$ cat src/rtl/pb_debounce_multi.sv
`default_nettype none
// ============================================================================
// Module      : pb_debounce_multi
// Description : Multi-channel pushbutton conditioner. Each channel has a
//               synchroniser, a stability-counter debouncer, registered
//               rise/fall pulses on debounced transitions and an optional
//               auto-repeat pulse train while the button is held.
// Revision    : 1.0 - initial release
// ============================================================================
module pb_debounce_multi #(
  parameter int   N_CH          = 4,
  parameter int   SYNC_STAGES   = 2,
  parameter int   DB_CYCLES     = 50000,
  parameter logic IDLE_LEVEL    = 1'b1,
  parameter int   HOLD_CYCLES   = 25000000,
  parameter int   REPEAT_CYCLES = 5000000
) (
  input  logic            clk,
  input  logic            rst_n,
  input  logic [N_CH-1:0] pb,
  output logic [N_CH-1:0] level,
  output logic [N_CH-1:0] rise,
  output logic [N_CH-1:0] fall,
  output logic [N_CH-1:0] rpt
);

  localparam int CNT_W  = $clog2(DB_CYCLES + 1);
  localparam int H_MAX  = (HOLD_CYCLES > REPEAT_CYCLES) ? HOLD_CYCLES : REPEAT_CYCLES;
  localparam int H_W    = $clog2(H_MAX + 1);
  // A repeat period longer than the hold time cannot be expressed as a
  // reload offset, so the counter restarts from zero in that case.
  localparam int RELOAD = (REPEAT_CYCLES >= HOLD_CYCLES) ? 0 : (HOLD_CYCLES - REPEAT_CYCLES);

  localparam logic [CNT_W-1:0] CNT_LAST = CNT_W'(DB_CYCLES - 1);
  localparam logic [H_W-1:0]   HOLD_V   = H_W'(HOLD_CYCLES);
  localparam logic [H_W-1:0]   RELOAD_V = H_W'(RELOAD);
  localparam logic             RPT_EN   = (HOLD_CYCLES != 0);

  genvar i;
  generate
    for (i = 0; i < N_CH; i++) begin : g_ch
      logic [SYNC_STAGES-1:0] r_sync;
      logic [CNT_W-1:0]       r_cnt;
      logic [H_W-1:0]         r_hold;
      logic                   r_level;
      logic                   r_rise;
      logic                   r_fall;
      logic                   r_rpt;
      logic                   w_s;
      logic                   w_accept;
      logic                   w_held;
      logic [H_W-1:0]         w_hold_nxt;

      assign w_s        = r_sync[SYNC_STAGES-1];
      // A new level is taken on this edge once s has differed long enough.
      assign w_accept   = (w_s != r_level) && (r_cnt == CNT_LAST);
      // Holding excludes the release edge so no repeat lands on it.
      assign w_held     = RPT_EN && (r_level == ~IDLE_LEVEL) && !w_accept;
      assign w_hold_nxt = r_hold + 1'b1;

      // Synchroniser chain for the raw button line.
      always_ff @(posedge clk or negedge rst_n) begin
        if (!rst_n) begin
          r_sync <= {SYNC_STAGES{IDLE_LEVEL}};
        end else begin
          r_sync <= {r_sync[SYNC_STAGES-2:0], pb[i]};
        end
      end

      // Stability counter: accept a new level after DB_CYCLES differing samples.
      always_ff @(posedge clk or negedge rst_n) begin
        if (!rst_n) begin
          r_cnt   <= '0;
          r_level <= IDLE_LEVEL;
          r_rise  <= 1'b0;
          r_fall  <= 1'b0;
        end else begin
          r_rise <= 1'b0;
          r_fall <= 1'b0;
          if (w_s == r_level) begin
            r_cnt <= '0;
          end else if (r_cnt == CNT_LAST) begin
            r_level <= w_s;
            r_cnt   <= '0;
            r_rise  <= w_s;
            r_fall  <= ~w_s;
          end else begin
            r_cnt <= r_cnt + 1'b1;
          end
        end
      end

      // Hold counter: first repeat after HOLD_CYCLES, then every REPEAT_CYCLES.
      always_ff @(posedge clk or negedge rst_n) begin
        if (!rst_n) begin
          r_hold <= '0;
          r_rpt  <= 1'b0;
        end else if (w_held) begin
          if (w_hold_nxt == HOLD_V) begin
            r_rpt  <= 1'b1;
            r_hold <= RELOAD_V;
          end else begin
            r_rpt  <= 1'b0;
            r_hold <= w_hold_nxt;
          end
        end else begin
          r_hold <= '0;
          r_rpt  <= 1'b0;
        end
      end

      assign level[i] = r_level;
      assign rise[i]  = r_rise;
      assign fall[i]  = r_fall;
      assign rpt[i]   = r_rpt;
    end
  endgenerate

endmodule
`default_nettype wire

$ cat config.mk
export PLATFORM = sky130hd
export DESIGN_NAME = pb_debounce_multi
export DESIGN_NICKNAME = d
export VERILOG_FILES = /design/src/rtl/pb_debounce_multi.sv
export SDC_FILE = /design/constraint.sdc
export NUM_CORES = 1
export LEC_CHECK = 0
export ABC_AREA = 1
export CORE_ASPECT_RATIO = 1.75
export CORE_MARGIN = 10
export CORE_UTILIZATION = 63
export DETAILED_ROUTE_END_ITERATION = 7
export PLACE_DENSITY = 0.78
export SYNTH_ARGS = -nofsm -noshare
export SYNTH_HDL_FRONTEND = slang
export SYNTH_SLANG_ARGS = --single-unit
export TNS_END_PERCENT = 20
$ cat constraint.sdc
create_clock -name clk -period 2.7 [get_ports clk]
set_clock_uncertainty 0.1 [all_clocks]
set_input_delay 0.54 -clock clk [delete_from_list [all_inputs] [get_ports clk]]
set_output_delay 0.54 -clock clk [all_outputs]
set_load 0.05 [all_outputs]
==> results.toml, run 1 <==
[sta]
drv_slew = 0
hold_ws_ns = 0.2548
worst_pin_slew_ns = 0.5251
fin_crit_sh = 0.9145
setup_tns_ns = 0
timing.slew.headroom = 0.6488
rsz0062_at_grt = "false"
finalCriticalPeriod_ns = 2.469
setup_viol = 0
fmax_mhz = 405.0
hold_viol = 0

[min_path]
min_path_type = "flip-flop to flip-flop"
min_path_cells = 0

[routing]
wl_per_cell_um = 14.00
drt-met1-wl_um = 9685
drc = 0
vias_per_cell = 5.334
ant_nets = 0
wl_met3_um = 631
num_vias = 9751
wl_met2_um = 14190
finalWirelength_um = 25600
drt_iter0_drc = 608
routed.top_layer = "met4"
firstDrtPassIters = 6

[floorplanning]
die_h_um = 193.3
die_x_um = 119.0
row_count = 63
io_pins = 22
start_util = 0.6407
fp.coreArea_mm2 = 0.01687
dieArea_mm2 = 0.02300

[global_routing]
grt_pass1_vias = 9848
grt_start_max_net_pins = 60
grt_usage = 0.2293
grt_pass1_wl_um = 44020
grt-ovfl-total = 0
antenna_found_initial = 0

[critical_path]
crit_chain = "clkdlybuf4s50_1"
crit_path_end_kind = "output pin"
start_kind = "flip-flop"
path_max_fanout = 4
crit_buf_inv = 1
cpPeakStageDelay_ns = 0.83
cp_data_arrival_time_ns = 1.83
worstRegToRegCells = 12
slowest_stage = "clkdlybuf4s50_1"
cp_num_cells = 1
crit_family = "buffers and inverters"
critPathRequiredTime_ns = 2.06
path_class = "flip-flop to output pin"

[logic_synthesis]
yosysTopAreaCell = "dfrtp_1"
syn_avg_cell_area_um2 = 6.950
ys_ff_latch = 188
synthCells = 1555
ys_async_sr_fraction = 1.000
synthTopCellsByArea = "dfrtp_1, nand2_1, nor2_1"
synth_cell_types = 41
yosys-top-cells-count = "nand2_1, nor2_1, inv_1"
synth_top_area_frac = 0.4075
ys_warn_count = 0
mappedNetlistArea_mm2 = 0.01081
synth_ff_type = "dfrtp_1"
yosys.cell_count.top_type = "nand2_1"
synth_seq_area_share = 0.4367
syn_nets = 1569
synth_edf_count = 0

[placed_design]
routabilityCongestion = 0.9558
dp_hpwl_um = 19660
portBuffers = 21

[finish]
nets = 1602
layout-drive-gt1-share = 0.06933
fillers = 1534
antenna_cells = 0
syn_to_final_growth_pct = 10.25

[clock_network]
htree_levels = 4
max-clock-path-buffers = 2
cts_tree = "built"
cts_resized = 0
clk_pin_slew_worst_paths_ns = 0.07
clock-sinks = 188
root_buffer = "clkbuf_16"
cts_buffers = 17
clk_latency_ns = 0.45

[power_and_ir_drop]
p_total_mw = 5.643
power_leakage_nw = 5.395
power.density_mw_per_mm2 = 473.6
ir_drop_v = 0.0004312

[job]
drv_cap = 0

[outcome]
status = "completed"
-- power breakdown --
group	internal, mW	total, mW	switching [mW]	leakage, nW
logic	0.0381	0.131	0.0930	2.57
registers	2.84	2.86	0.0143	2.52
clock network	1.56	2.66	1.10	0.308
total	4.44	5.64	1.20	5.39
-- metrics by stage --
| stage | util | cells | cell area [um^2] | setup WS, ns |
|---|---|---|---|---|
| final | 0.7063 | 1828 | 11920 | 0.2309 |
| after global placement | 0.6688 | 1795 | 11280 | 0.3911 |
| after CTS | 0.7063 | 1828 | 11920 | 0.2112 |
| after floorplan | - | 1555 | 10810 | 0.8185 |
| after detailed placement | 0.6688 | 1795 | 11280 | 0.3670 |
| after global routing | 0.7063 | 1828 | 11920 | 0.1416 |
-- flip-flops by register name, indices dropped and copies added (netlist names) --
register	flops
g_ch.r_rpt	4
g_ch.r_fall	4
g_ch.r_sync	8
g_ch.r_rise	4
g_ch.r_hold	100
g_ch.r_cnt	64
g_ch.r_level	4
-- repair_timing --
item,in CTS,in global routing
setup buffers,0,0
endpoints found under the hold margin,24,0
hold buffers,1,0
-- routing by layer --
| layer | GRT usage | up-vias |
|---|---|---|
| li1 | - | 4923 |
| met1 | 0.2283 | 4527 |
| met2 | 0.4359 | 205 |
| met3 | 0.03528 | 96 |
| met4 | 0.1231 | 0 |
| met5 | 0 | - |
-- layout make-up --
class	count	area [um^2]	area share
Multi-Input combinational cell	1112	5067	0.4253
Sequential cell	188	4720	0.3961
Inverter	235	882.1	0.07403
Clock buffer	23	488.0	0.04095
Timing Repair Buffer	34	339.1	0.02846
Tap cell	227	284.0	0.02384
Clock inverter	9	135.1	0.01134
-- worst paths after layout --
check | startpoint | end | slack, ns
min in group asynchronous | rst_n | g_ch[1].r_cnt[6]$_DFF_PN0_ | 0.53
hold reg to reg | g_ch[2].r_sync[0]$_DFF_PN1_ | g_ch[2].r_sync[1]$_DFF_PN1_ | 0.25
max in group asynchronous | rst_n | g_ch[2].r_sync[0]$_DFF_PN1_ | 1.22
setup / recovery | g_ch[0].r_level$_DFFE_PN1P_ | level[0] | 0.23
hold / removal | g_ch[2].r_sync[0]$_DFF_PN1_ | g_ch[2].r_sync[1]$_DFF_PN1_ | 0.25
setup reg to reg | g_ch[1].r_hold[0]$_DFF_PN0_ | g_ch[1].r_hold[0]$_DFF_PN0_ | 0.34
-- cells in the final DEF, fill, tap and decap left out, types with 12 or more instances in the layout --
| cell | count |
|---|---|
| inv_1 | 229 |
| nor3_1 | 42 |
| nand2_1 | 437 |
| clkdlybuf4s50_1 | 20 |
| nor2_1 | 280 |
| dfstp_2 | 12 |
| a21oi_1 | 52 |
| o21ai_0 | 28 |
| nand4_1 | 27 |
| nand2_2 | 13 |
| dfrtp_1 | 176 |
| clkbuf_16 | 17 |
| nor2_2 | 19 |
| nand3_1 | 128 |
-- logic make-up after synthesis --
logic type,after synthesis,synth area share
AND/OR/NAND/NOR,984,0.3938
buffers and inverters,255,0.09447
flip-flops,188,0.4367
AO/OA/AOI/OAI,105,0.05360
XOR/XNOR,15,0.01216
adder cells (fa/ha/maj),8,0.009262
Note: power is estimated with default switching activity, not from simulation.
==> inputs of run 2 (changes only) <==
--- a/config.mk
+++ b/config.mk
@@ -11,6 +11,7 @@
 export CORE_UTILIZATION = 63
 export DETAILED_ROUTE_END_ITERATION = 7
 export PLACE_DENSITY = 0.78
+export SETUP_SLACK_MARGIN = 0.5
 export SYNTH_ARGS = -nofsm -noshare
 export SYNTH_HDL_FRONTEND = slang
 export SYNTH_SLANG_ARGS = --single-unit
==> constraint.sdc (replaced) <==
create_clock -name clk -period 2.7 [get_ports clk]
set_clock_uncertainty 0.1 [all_clocks]
set_input_delay 0.81 -clock clk [delete_from_list [all_inputs] [get_ports clk]]
set_output_delay 0.81 -clock clk [all_outputs]
set_load 0.05 [all_outputs]
==> results.toml, run 2 (synthesized netlist as in run 1, its figures left out) <==
[finish]
antenna_cells = 0
fin_cells = 1850
largest_reg_flops = 100
nets = 1624
syn_to_final_growth_pct = 13.14
mostFrequentLayoutCells = "nand2_1, nor2_1, inv_1, dfrtp_1, nand3_1"
layout-drive-gt1-share = 0.1115
top_register = "g_ch.r_hold"
mostFrequentLayoutCell = "nand2_1"
fillers = 1471
final_core_util = 0.7249
top_regs = "g_ch.r_hold: 100 flops, g_ch.r_cnt: 64 flops, g_ch.r_sync: 8 flops"

[global_routing]
grt-ovfl-total = 0
grt_pass1_vias = 9858
grt_usage = 0.2263
grt_start_max_net_pins = 60
antenna_found_initial = 0
grt_pass1_wl_um = 43540

[floorplanning]
start_util = 0.6407
dieArea_mm2 = 0.02300
fp.coreArea_mm2 = 0.01687
die_h_um = 193.3
die_x_um = 119.0
io_pins = 22
row_count = 63

[critical_path]
cp_data_arrival_time_ns = 1.52
regToRegEndpoint = "g_ch[3].r_hold[1]$_DFF_PN0_"
crit_chain = "dlygate4sd2_1"
path_max_fanout = 4
r2r_slack_ns = 0.42
crit_buf_inv = 1
critPathRequiredTime_ns = 1.79
slowest_stage = "dfstp_2"
path_class = "flip-flop to output pin"
r2r-start = "g_ch[3].r_hold[0]$_DFF_PN0_"
cpPeakStageDelay_ns = 0.56
start_kind = "flip-flop"
crit_path_end_kind = "output pin"
worstRegToRegCells = 14
crit_family = "flip-flops"

[routing]
firstDrtPassIters = 5
drt_iter0_drc = 497
finalWirelength_um = 25550
drc = 0
wl_per_cell_um = 13.81
num_vias = 9905
vias_per_cell = 5.354
ant_nets = 0

[clock_network]
clk_latency_ns = 0.43
postCtsHoldBufs = 0
root_buffer = "clkbuf_16"
cts_tree = "built"
htree_levels = 4
clk_pin_slew_worst_paths_ns = 0.07
max-clock-path-buffers = 2
clock-sinks = 188
cts_buffers = 17

[sta]
drv_slew = 0
finalWorstSetupSlack_ns = 0.2691
setup_tns_ns = 0
rsz0062_at_grt = "true"
fmax_mhz = 411.4
hold_viol = 0
timing.slew.headroom = 0.6204
setup_viol = 0
finalCriticalPeriod_ns = 2.431
worst_pin_slew_ns = 0.5673
fin_crit_sh = 0.9004

[placed_design]
portBuffers = 21
dp_slack_ns = 0.4362
routabilityCongestion = 0.9362
dp_hpwl_um = 19480
dp_cells = 1795

[power_and_ir_drop]
power_leakage_nw = 5.560
ir_drop_v = 0.0003561
power.density_mw_per_mm2 = 442.8
p_total_mw = 5.414

[job]
drv_cap = 0

[min_path]
min_path_type = "input port to async pin"

[outcome]
status = "completed"
-- run 2: worst max-delay path by stage --
stage                                      from                           to  slack [ns]  cells past startpoint
finish              g_ch[0].r_level$_DFFE_PN1P_                     level[0]        0.27                      1
global route        g_ch[0].r_level$_DFFE_PN1P_                     level[0]        0.22                      1
CTS                    g_ch[2].r_rise$_DFF_PN0_                      rise[2]        0.23                      1
detailed placement  g_ch[2].r_level$_DFFE_PN1P_                     level[2]        0.44                      1
global placement    g_ch[2].r_level$_DFFE_PN1P_                     level[2]        0.44                      1
floorplan           g_ch[3].r_hold[0]$_DFF_PN0_  g_ch[3].r_hold[0]$_DFF_PN0_        0.82                     14
-- run 2: area by class of cell --
class | instances | area (um^2) | area share
clock buffer | 21 | 460.4 | 0.03765
clock inverter | 11 | 108.9 | 0.008902
inverter | 235 | 882.1 | 0.07214
multi-input combinational | 1112 | 5271 | 0.4311
sequential | 188 | 4721 | 0.3861
tap | 227 | 284.0 | 0.02323
timing repair buffer | 56 | 500.5 | 0.04093
-- run 2: stage by stage --
step	hold slack, ns	instance area, um^2
final	0.2511	12230
after CTS	0.2519	11840
after global routing	0.2532	12230
after floorplan	0.2452	10810
after detailed placement	0.2469	11290
after global placement	0.2460	11290
-- run 2: where the power goes --
group / internal (mW) / leakage [nW] / switching [mW] / total (mW)
logic: 0.0400 / 2.77 / 0.0943 / 0.134
clock network: 1.33 / 0.279 / 1.09 / 2.42
registers: 2.84 / 2.52 / 0.0151 / 2.86
total: 4.22 / 5.56 / 1.20 / 5.41
-- run 2: what timing repair did --
item                                    4_1_cts  5_1_grt
resized for setup                            35       59
endpoints found under the setup margin       51       81
setup buffers                                 0       23
pin swaps                                     0       25
-- run 2: per-layer routing --
metal	part of all wire	wire length [um]	vias to the layer above	GRT usage
met3	0.025	646	95	0.03236
met4	0.056	1440	0	0.1494
met5	0	0	-	0
li1	-	-	4973	-
met2	0.55	14060	196	0.4214
met1	0.37	9400	4641	0.2235
==> inputs of run 3 (changes only) <==
--- a/config.mk
+++ b/config.mk
@@ -11,7 +11,7 @@
 export CORE_UTILIZATION = 63
 export DETAILED_ROUTE_END_ITERATION = 7
 export PLACE_DENSITY = 0.78
-export SETUP_SLACK_MARGIN = 0.5
+export SETUP_SLACK_MARGIN = 0.15
 export SYNTH_ARGS = -nofsm -noshare
 export SYNTH_HDL_FRONTEND = slang
 export SYNTH_SLANG_ARGS = --single-unit
==> results.toml, run 3 (synthesized netlist as in run 1, its figures left out) <==
[placed_design]
portBuffers = 21
dp_slack_ns = 0.4362
dp_hpwl_um = 19480
routabilityCongestion = 0.9362

[outcome]
status = "completed"

[routing]
vias_per_cell = 5.355
finalWirelength_um = 24990
num_vias = 9784
drc = 0
ant_nets = 0
wl_per_cell_um = 13.68
drt_iter0_drc = 510
firstDrtPassIters = 5

[finish]
largest_reg_flops = 100
top_regs = "g_ch.r_hold: 100 flops, g_ch.r_cnt: 64 flops, g_ch.r_sync: 8 flops"
multiInputGateArea_mm2 = 0.005067
final_core_util = 0.7030
mostFrequentLayoutCell = "nand2_1"
regArea_mm2 = 0.004720
layout-drive-gt1-share = 0.06938
syn_to_final_growth_pct = 9.725
mostFrequentLayoutCells = "nand2_1, nor2_1, inv_1, dfrtp_1, nand3_1"
antenna_cells = 0
nets = 1601
fillers = 1529
top_register = "g_ch.r_hold"

[clock_network]
clock-sinks = 188
max-clock-path-buffers = 2
clk_latency_ns = 0.43
root_buffer = "clkbuf_16"
htree_levels = 4
cts_tree = "built"
clk_pin_slew_worst_paths_ns = 0.07
cts_buffers = 17

[floorplanning]
row_count = 63
io_pins = 22
die_h_um = 193.3
die_x_um = 119.0
fp.coreArea_mm2 = 0.01687
dieArea_mm2 = 0.02300
start_util = 0.6407

[global_routing]
grt_pass1_vias = 9858
grt-ovfl-total = 0
grt_usage = 0.2263
grt_start_max_net_pins = 60
antenna_found_initial = 0
grt_pass1_wl_um = 43540

[power_and_ir_drop]
power.density_mw_per_mm2 = 456.5
ir_drop_v = 0.0003586
power_leakage_nw = 5.385

[critical_path]
critPathRequiredTime_ns = 1.79
start_kind = "flip-flop"
crit_buf_inv = 1
crit_path_end_kind = "output pin"
crit_family = "buffers and inverters"
path_max_fanout = 1
cp_data_arrival_time_ns = 1.57
cpPeakStageDelay_ns = 0.81
crit_chain = "clkdlybuf4s50_1"
path_class = "flip-flop to output pin"
slowest_stage = "clkdlybuf4s50_1"
r2r_slack_ns = 0.41

[sta]
fmax_mhz = 403.5
setup_viol = 0
worst_pin_slew_ns = 0.5682
finalWorstSetupSlack_ns = 0.2218
hold_ws_ns = 0.2475
finalCriticalPeriod_ns = 2.478
timing.slew.headroom = 0.6198
setup_tns_ns = 0
rsz0062_at_grt = "false"
hold_viol = 0
fin_crit_sh = 0.9178
drv_slew = 0

[min_path]
min_path_type = "input port to async pin"

[job]
drv_cap = 0
-- run 3: through the flow --
| step | instances | area, um^2 | power [mW] |
|---|---|---|---|
| after global routing | 1827 | 11860 | 5.593 |
| after global placement | 1795 | 11290 | 3.044 |
| after detailed placement | 1795 | 11290 | 3.048 |
| final | 1827 | 11860 | 5.413 |
| after CTS | 1827 | 11860 | 5.466 |
| after floorplan | 1555 | 10810 | 2.950 |
-- run 3: power by group --
part	internal (mW)	switching (mW)
clock network	1.33	1.09
registers	2.84	0.0151
logic	0.0400	0.0943
total	4.22	1.20
-- run 3: metal layers --
metal / GRT usage / up-vias / part of all wire
met2: 0.4214 / 204 / 0.55
met1: 0.2235 / 4551 / 0.37
li1: - / 4928 / -
met3: 0.03236 / 101 / 0.025
met4: 0.1494 / 0 / 0.059
met5: 0 / - / 0
-- run 3: path summary, 6_finish.rpt --
kind,from,endpoint,cells after the start
min in group clk,g_ch[1].r_sync[0]$_DFF_PN1_,g_ch[1].r_sync[1]$_DFF_PN1_,0
hold / removal,rst_n,g_ch[1].r_cnt[7]$_DFF_PN0_,1
max in group asynchronous,rst_n,g_ch[3].r_sync[1]$_DFF_PN1_,2
hold reg to reg,g_ch[1].r_sync[0]$_DFF_PN1_,g_ch[1].r_sync[1]$_DFF_PN1_,0
setup / recovery,g_ch[0].r_rise$_DFF_PN0_,rise[0],1
setup reg to reg,g_ch[3].r_hold[0]$_DFF_PN0_,g_ch[3].r_hold[1]$_DFF_PN0_,14
-- run 3: area by class of cell --
class	instances	area share
repair buffers	33	0.02838
well taps	227	0.02395
clock buffers	21	0.03883
multi-input cells	1112	0.4273
flip-flops and latches	188	0.3980
inverters	235	0.07438
clock inverters	11	0.009179
-- run 3: repair_timing --
| item | CTS | global route |
|---|---|---|
| resized for setup | 4 | 0 |
| hold buffers | 0 | 0 |
| setup buffers | 0 | 0 |
| setup endpoints to repair | 4 | 0 |
